## config.mk

```make
export PLATFORM = sky130hd
export DESIGN_NAME = period_meter
export DESIGN_NICKNAME = d
export VERILOG_FILES = /design/src/rtl/period_meter.sv
export SDC_FILE = /design/constraint.sdc
export NUM_CORES = 1
export LEC_CHECK = 0
export ABC_AREA = 1
export CAP_MARGIN = 20
export CORE_MARGIN = 10
export CORE_UTILIZATION = 55
export CTS_CLUSTER_SIZE = 12
export DETAILED_ROUTE_END_ITERATION = 10
export PLACE_DENSITY = 0.89
export SYNTH_ARGS = -nofsm -noshare
export SYNTH_HDL_FRONTEND = slang
export SYNTH_SLANG_ARGS = --single-unit
```

## constraint.sdc

```tcl
create_clock -name clk -period 3.3 [get_ports clk]
set_input_delay 0.495 -clock clk [delete_from_list [all_inputs] [get_ports clk]]
set_output_delay 0.495 -clock clk [all_outputs]
set_load 0.005 [all_outputs]
```

## src/rtl/period_meter.sv

```systemverilog
// period_meter: measures the period of an asynchronous input in clk cycles.
// sig_in is synchronized, the clk cycles between two consecutive rising edges
// after a start request are counted, and the result is returned through a
// valid/ready handshake. A non-zero timeout bounds the cycles from start to
// completion; with timeout == 0 the counters saturate instead of wrapping.
// Optional feature macro: PERIOD_METER_HIGH_TIME_EN adds the high_time output.
module period_meter #(
  parameter int unsigned CNT_WIDTH = 32
) (
  input  logic                 clk,
  input  logic                 reset,
  input  logic                 sig_in,
  input  logic                 start,
  input  logic [CNT_WIDTH-1:0] timeout,
  output logic                 busy,
  output logic                 valid,
  input  logic                 ready,
  output logic [CNT_WIDTH-1:0] period,
  output logic                 timed_out
`ifdef PERIOD_METER_HIGH_TIME_EN
  ,
  output logic [CNT_WIDTH-1:0] high_time
`endif
);

  typedef enum logic [1:0] {
    IDLE,
    WAIT_EDGE1,
    MEASURE,
    DONE
  } state_t;

  state_t               state_q, state_d;
  logic                 sync1_q, sync2_q, prev_q;
  logic                 busy_q, busy_d;
  logic                 valid_q, valid_d;
  logic [CNT_WIDTH-1:0] elapsed_q, elapsed_d;
  logic [CNT_WIDTH-1:0] count_q, count_d;
  logic [CNT_WIDTH-1:0] period_q, period_d;
  logic                 timed_out_q, timed_out_d;

  logic                 rise;
  logic [CNT_WIDTH-1:0] elapsed_inc;
  logic                 timeout_hit, elapsed_sat, count_sat;
  logic                 enter_meas, meas_step;
  logic                 fin_meas, fin_to, fin_sat;

  assign rise        = sync2_q & ~prev_q;
  assign elapsed_inc = elapsed_q + CNT_WIDTH'(1);
  assign timeout_hit = (timeout != '0) && (elapsed_inc == timeout);
  assign elapsed_sat = (timeout == '0) && (elapsed_q == '1);
  assign count_sat   = (timeout == '0) && (count_q == '1);

  assign busy      = busy_q;
  assign valid     = valid_q;
  assign period    = period_q;
  assign timed_out = timed_out_q;

  // Two-flop synchronizer plus previous-value flop for rising-edge detection
  always_ff @(posedge clk) begin
    if (reset) begin
      sync1_q <= 1'b0;
      sync2_q <= 1'b0;
      prev_q  <= 1'b0;
    end else begin
      sync1_q <= sig_in;
      sync2_q <= sync1_q;
      prev_q  <= sync2_q;
    end
  end

  // Next-state logic; completion, timeout and saturation are flagged separately
  always_comb begin
    state_d    = state_q;
    elapsed_d  = elapsed_q;
    enter_meas = 1'b0;
    meas_step  = 1'b0;
    fin_meas   = 1'b0;
    fin_to     = 1'b0;
    fin_sat    = 1'b0;
    case (state_q)
      IDLE: begin
        elapsed_d = '0;
        if (start) state_d = WAIT_EDGE1;
      end
      WAIT_EDGE1: begin
        // timeout must beat a first edge here, otherwise elapsed would pass
        // the timeout value and the measurement could never terminate
        if (timeout_hit) fin_to = 1'b1;
        else if (elapsed_sat) fin_sat = 1'b1;
        else begin
          elapsed_d = elapsed_inc;
          if (rise) begin
            state_d    = MEASURE;
            enter_meas = 1'b1;
          end
        end
      end
      MEASURE: begin
        if (rise && !count_sat) fin_meas = 1'b1;
        else if (timeout_hit) fin_to = 1'b1;
        else if (elapsed_sat || count_sat) fin_sat = 1'b1;
        else begin
          elapsed_d = elapsed_inc;
          meas_step = 1'b1;
        end
      end
      DONE: begin
        if (ready) begin
          if (start) begin
            state_d   = WAIT_EDGE1;
            elapsed_d = '0;
          end else begin
            state_d = IDLE;
          end
        end
      end
      default: state_d = IDLE;
    endcase
    if (fin_meas || fin_to || fin_sat) state_d = DONE;
  end

  // Period counter, result registers and registered status decode
  always_comb begin
    count_d     = count_q;
    period_d    = period_q;
    timed_out_d = timed_out_q;
    if (enter_meas) count_d = '0;
    else if (meas_step) count_d = count_q + CNT_WIDTH'(1);
    if (fin_meas) begin
      period_d    = count_q + CNT_WIDTH'(1);
      timed_out_d = 1'b0;
    end else if (fin_to) begin
      period_d    = '0;
      timed_out_d = 1'b1;
    end else if (fin_sat) begin
      period_d    = '1;
      timed_out_d = 1'b1;
    end
    busy_d  = (state_d == WAIT_EDGE1) || (state_d == MEASURE);
    valid_d = (state_d == DONE);
  end

  // State, counter and result registers
  always_ff @(posedge clk) begin
    if (reset) begin
      state_q     <= IDLE;
      busy_q      <= 1'b0;
      valid_q     <= 1'b0;
      elapsed_q   <= '0;
      count_q     <= '0;
      period_q    <= '0;
      timed_out_q <= 1'b0;
    end else begin
      state_q     <= state_d;
      busy_q      <= busy_d;
      valid_q     <= valid_d;
      elapsed_q   <= elapsed_d;
      count_q     <= count_d;
      period_q    <= period_d;
      timed_out_q <= timed_out_d;
    end
  end

`ifdef PERIOD_METER_HIGH_TIME_EN
  logic [CNT_WIDTH-1:0] high_q, high_d;
  logic [CNT_WIDTH-1:0] high_time_q, high_time_d;

  assign high_time = high_time_q;

  // High-time counter: the first-edge cycle counts, so it starts at 1
  always_comb begin
    high_d      = high_q;
    high_time_d = high_time_q;
    if (enter_meas) high_d = CNT_WIDTH'(1);
    else if (meas_step) high_d = high_q + CNT_WIDTH'(sync2_q);
    if (fin_meas) high_time_d = high_q;
    else if (fin_to) high_time_d = '0;
    else if (fin_sat) high_time_d = '1;
  end

  // High-time registers
  always_ff @(posedge clk) begin
    if (reset) begin
      high_q      <= '0;
      high_time_q <= '0;
    end else begin
      high_q      <= high_d;
      high_time_q <= high_time_d;
    end
  end
`endif

endmodule

```

==> impl_metrics.py <==
metrics = {
    "synth": {
        "synthesis.nets": 1232,
        "synth_largest_area_cell": "dfxtp_1",
        "synth_top_area_share_pct": 29.39,
        "ys_top_cells_by_count": "nand2_1 (394), nor2_1 (192), inv_1 (110)",
        "synth-async-reset-ratio_pct": 0,
        "synth.most_common_cell": "nand2_1",
        "ys_seq_elements": 104,
        "syn_area_um2": 7083,
        "yosys_warnings": 0,
        "syn_avg_cell_area_um2": 5.962,
        "synthFlopType": "dfxtp_1",
        "synth_edf_count": 0,
        "ys_types": 35,
        "synth_area_leaders": "dfxtp_1 (29%), nand2_1 (21%), nor2_1 (10%)",
        "yosysSeqAreaShare_pct": 29.39,
        "synthCells": 1188,
    },
    "place": {
        "port_buffers": 71,
        "hpwl_um": 15080,
        "placed_area_um2": 7963,
        "place_congestion": 1.007,
    },
    "sta": {
        "timing.final.hold_violations": 0,
        "worstMarginPinSlew_ps": 724.0,
        "setup_viol_count_final": 0,
        "skew_ps": 7.873,
        "relSlewSlack_pct": 51.68,
        "report.final.slew_viol_count": 0,
        "finalCritPeriodShare_pct": 94.19,
        "max_freq_mhz": 321.7,
        "min_period_ps": 3108,
    },
    "hold_path": {
        "hold_class": "register to register",
    },
    "floorplanning": {
        "dieArea_um2": 17820,
        "start_util_pct": 56.13,
        "fp.dieH_um": 133.5,
        "fp.dieW_um": 133.5,
        "rows": 41,
        "design.core.area_um2": 12620,
        "io-pin-count": 72,
    },
    "drt": {
        "met2_length_um": 9450,
        "drt_iter0_drc": 807,
        "vias": 7755,
        "top_layer": "met4",
        "wl_per_cell_um": 14.50,
        "dr.pass1.iters": 5,
        "routed_via_density": 5.454,
        "wirelength_um": 20620,
        "met1_length_um": 8908,
        "ant_nets": 0,
        "route.met3.wl_um": 1824,
        "route.detailed.drc": 0,
    },
    "setup_path": {
        "critPathKind": "register to register",
        "arrival_ps": 3370,
        "path_cells": "ha_1 > nand2_2 > nor2_4 > nand2_1 > nor2_4 > nand2_1 > nand2_1 > nand2_1 > nand2_1 > nand2_1 > nor2_1 > nand2_1 > nor2_2 > nand4_1 > nand2_1 > buf_12 > o21ai_0 > nand2_1 > nor2_1",
        "critPathRequiredTime_ps": 3560,
        "slowest_delay_ps": 390,
        "slowest_stage": "dfxtp_2",
        "cp_max_fo": 32,
        "endpoint_kind": "register",
        "path_common_cell": "nand2_1",
        "start_kind": "register",
    },
    "layout": {
        "num-fill-cells": 1179,
        "fin_area_um2": 8288,
        "area_delta_synth_final_pct": 17.01,
        "num-nets-final": 1289,
        "final_layout_size_suffix_gt1_share_pct": 5.120,
        "antenna_cells": 0,
    },
    "grt": {
        "grt_pass1_wl_um": 33940,
        "grt_max_degree": 37,
        "antenna_found_initial": 0,
        "grt_overflow": 0,
        "grt_pass1_vias": 7147,
        "grt_usage_pct": 22.59,
    },
    "power_and_ir_drop": {
        "finalPower_mw": 2.623,
        "leakagePower_nw": 3.379,
        "peakVddDrop_mv": 0.1956,
        "p_per_area_nw_per_um2": 316.5,
    },
    "clocking": {
        "cts_htree_levels": 3,
        "clk_latency_ps": 360,
        "cts_hold_buf": 0,
        "path_clk_slew_ps": 70,
        "cts_root_buffer": "clkbuf_16",
        "clockBufferDepth": 2,
        "numCtsBuffers": 9,
        "cts.sinks": 104,
        "cts_tree": "built",
    },
    "outcome": {
        "status": "complete, no violations",
    },
    "job": {
        "cap_violations": 0,
    },
}
through the flow:
stage	hold WS, ps	setup WS [ps]	std cells	util [%]	TNS, ps
2_1_floorplan	388.3	755.8	1188	-	0
3_3_place_gp	397.5	265.8	1406	63.10	0
3_5_place_dp	408.9	123.3	1406	63.10	0
4_1_cts	420.7	132.7	1422	65.48	0
5_1_grt	433.1	-13.41	1422	65.68	-26.38
6_report	415.7	191.8	1422	65.68	0
cells in the final DEF, fill, tap and decap left out, types with 2 or more instances in the layout:
cell	n
a21oi_1	65
and2_1	16
buf_12	3
buf_4	13
clkbuf_16	9
clkbuf_8	2
clkdlybuf4s50_1	71
clkinv_4	2
dfxtp_1	102
dfxtp_2	2
ha_1	7
inv_1	110
inv_2	2
inv_8	2
nand2_1	394
nand2_2	2
nand3_1	101
nand3_2	2
nand3b_1	15
nand4_1	29
nor2_1	190
nor2_2	10
nor2_4	6
nor3_1	17
o21ai_0	15
o21ai_1	11
o22ai_1	2
or2_2	2
xnor2_1	13
xnor3_1	4
xor2_1	19
power breakdown:
group | switching (mW) | internal, mW
Combinational | 0.151 | 0.104
Clock | 0.526 | 0.568
Sequential | 0.00902 | 1.26
cell type report:
type                       count  area (µm²)  share of cell area (%)
clock buffer                  11       252.7                   3.050
clock inverter                 5       47.55                  0.5737
inverter                     113       424.2                   5.118
multi-input combinational    929        4384                   52.90
sequential                   104        2085                   25.15
tap                          172       215.2                   2.597
timing repair buffer          88       879.6                   10.61
cell families (layout without fill, tap and decap cells):
| group | count (synthesis) | after routing | share of synthesized area [%] |
|---|---|---|---|
| buffers and inverters | 155 | 217 | 9.009 |
| and+or+nand+nor | 790 | 790 | 48.21 |
| adders and majority gates | 7 | 7 | 1.236 |
| AOI/OAI and AO/OA | 96 | 96 | 6.925 |
| DFF | 104 | 104 | 29.39 |
| xor gates and xnor gates | 36 | 36 | 5.229 |
per-layer routing:
metal  GRT usage, %  up-vias
met5              0        -
met4          8.162        0
met3          4.023       38
met2          37.44      357
met1          28.66     3488
li1               -     3872
state kept, by name, summed over array words and instances (netlist names):
signal / cells
count_q: 32
state_q: 2
timed_out: 1
valid: 1
period: 32
busy: 1
elapsed_q: 32
sync2_q: 1
prev_q: 1
sync1_q: 1
worst max-delay path, delay by kind of cell (launching register included):
| family | cells | cell delay (ps) |
|---|---|---|
| buffers and inverters | 1 | 180 |
| DFF | 1 | 390 |
| AOI/OAI and AO/OA | 1 | 140 |
| adders and majority gates | 1 | 200 |
| and+or+nand+nor | 16 | 2080 |
final timing paths:
kind	start	end	slack, ps	cells after the start
setup / recovery	elapsed_q[0]	period[18]	190	19
setup reg to reg	elapsed_q[0]	period[18]	190	19
hold reg to reg	sync1_q	sync2_q	420	2
hold / removal	sync1_q	sync2_q	420	2
repair_timing:
action                                  in CTS  in global routing
resized for setup                            0                  6
endpoints found under the setup margin       0                 63
setup buffers                                0                  0
(Power assumes the default switching activity.)
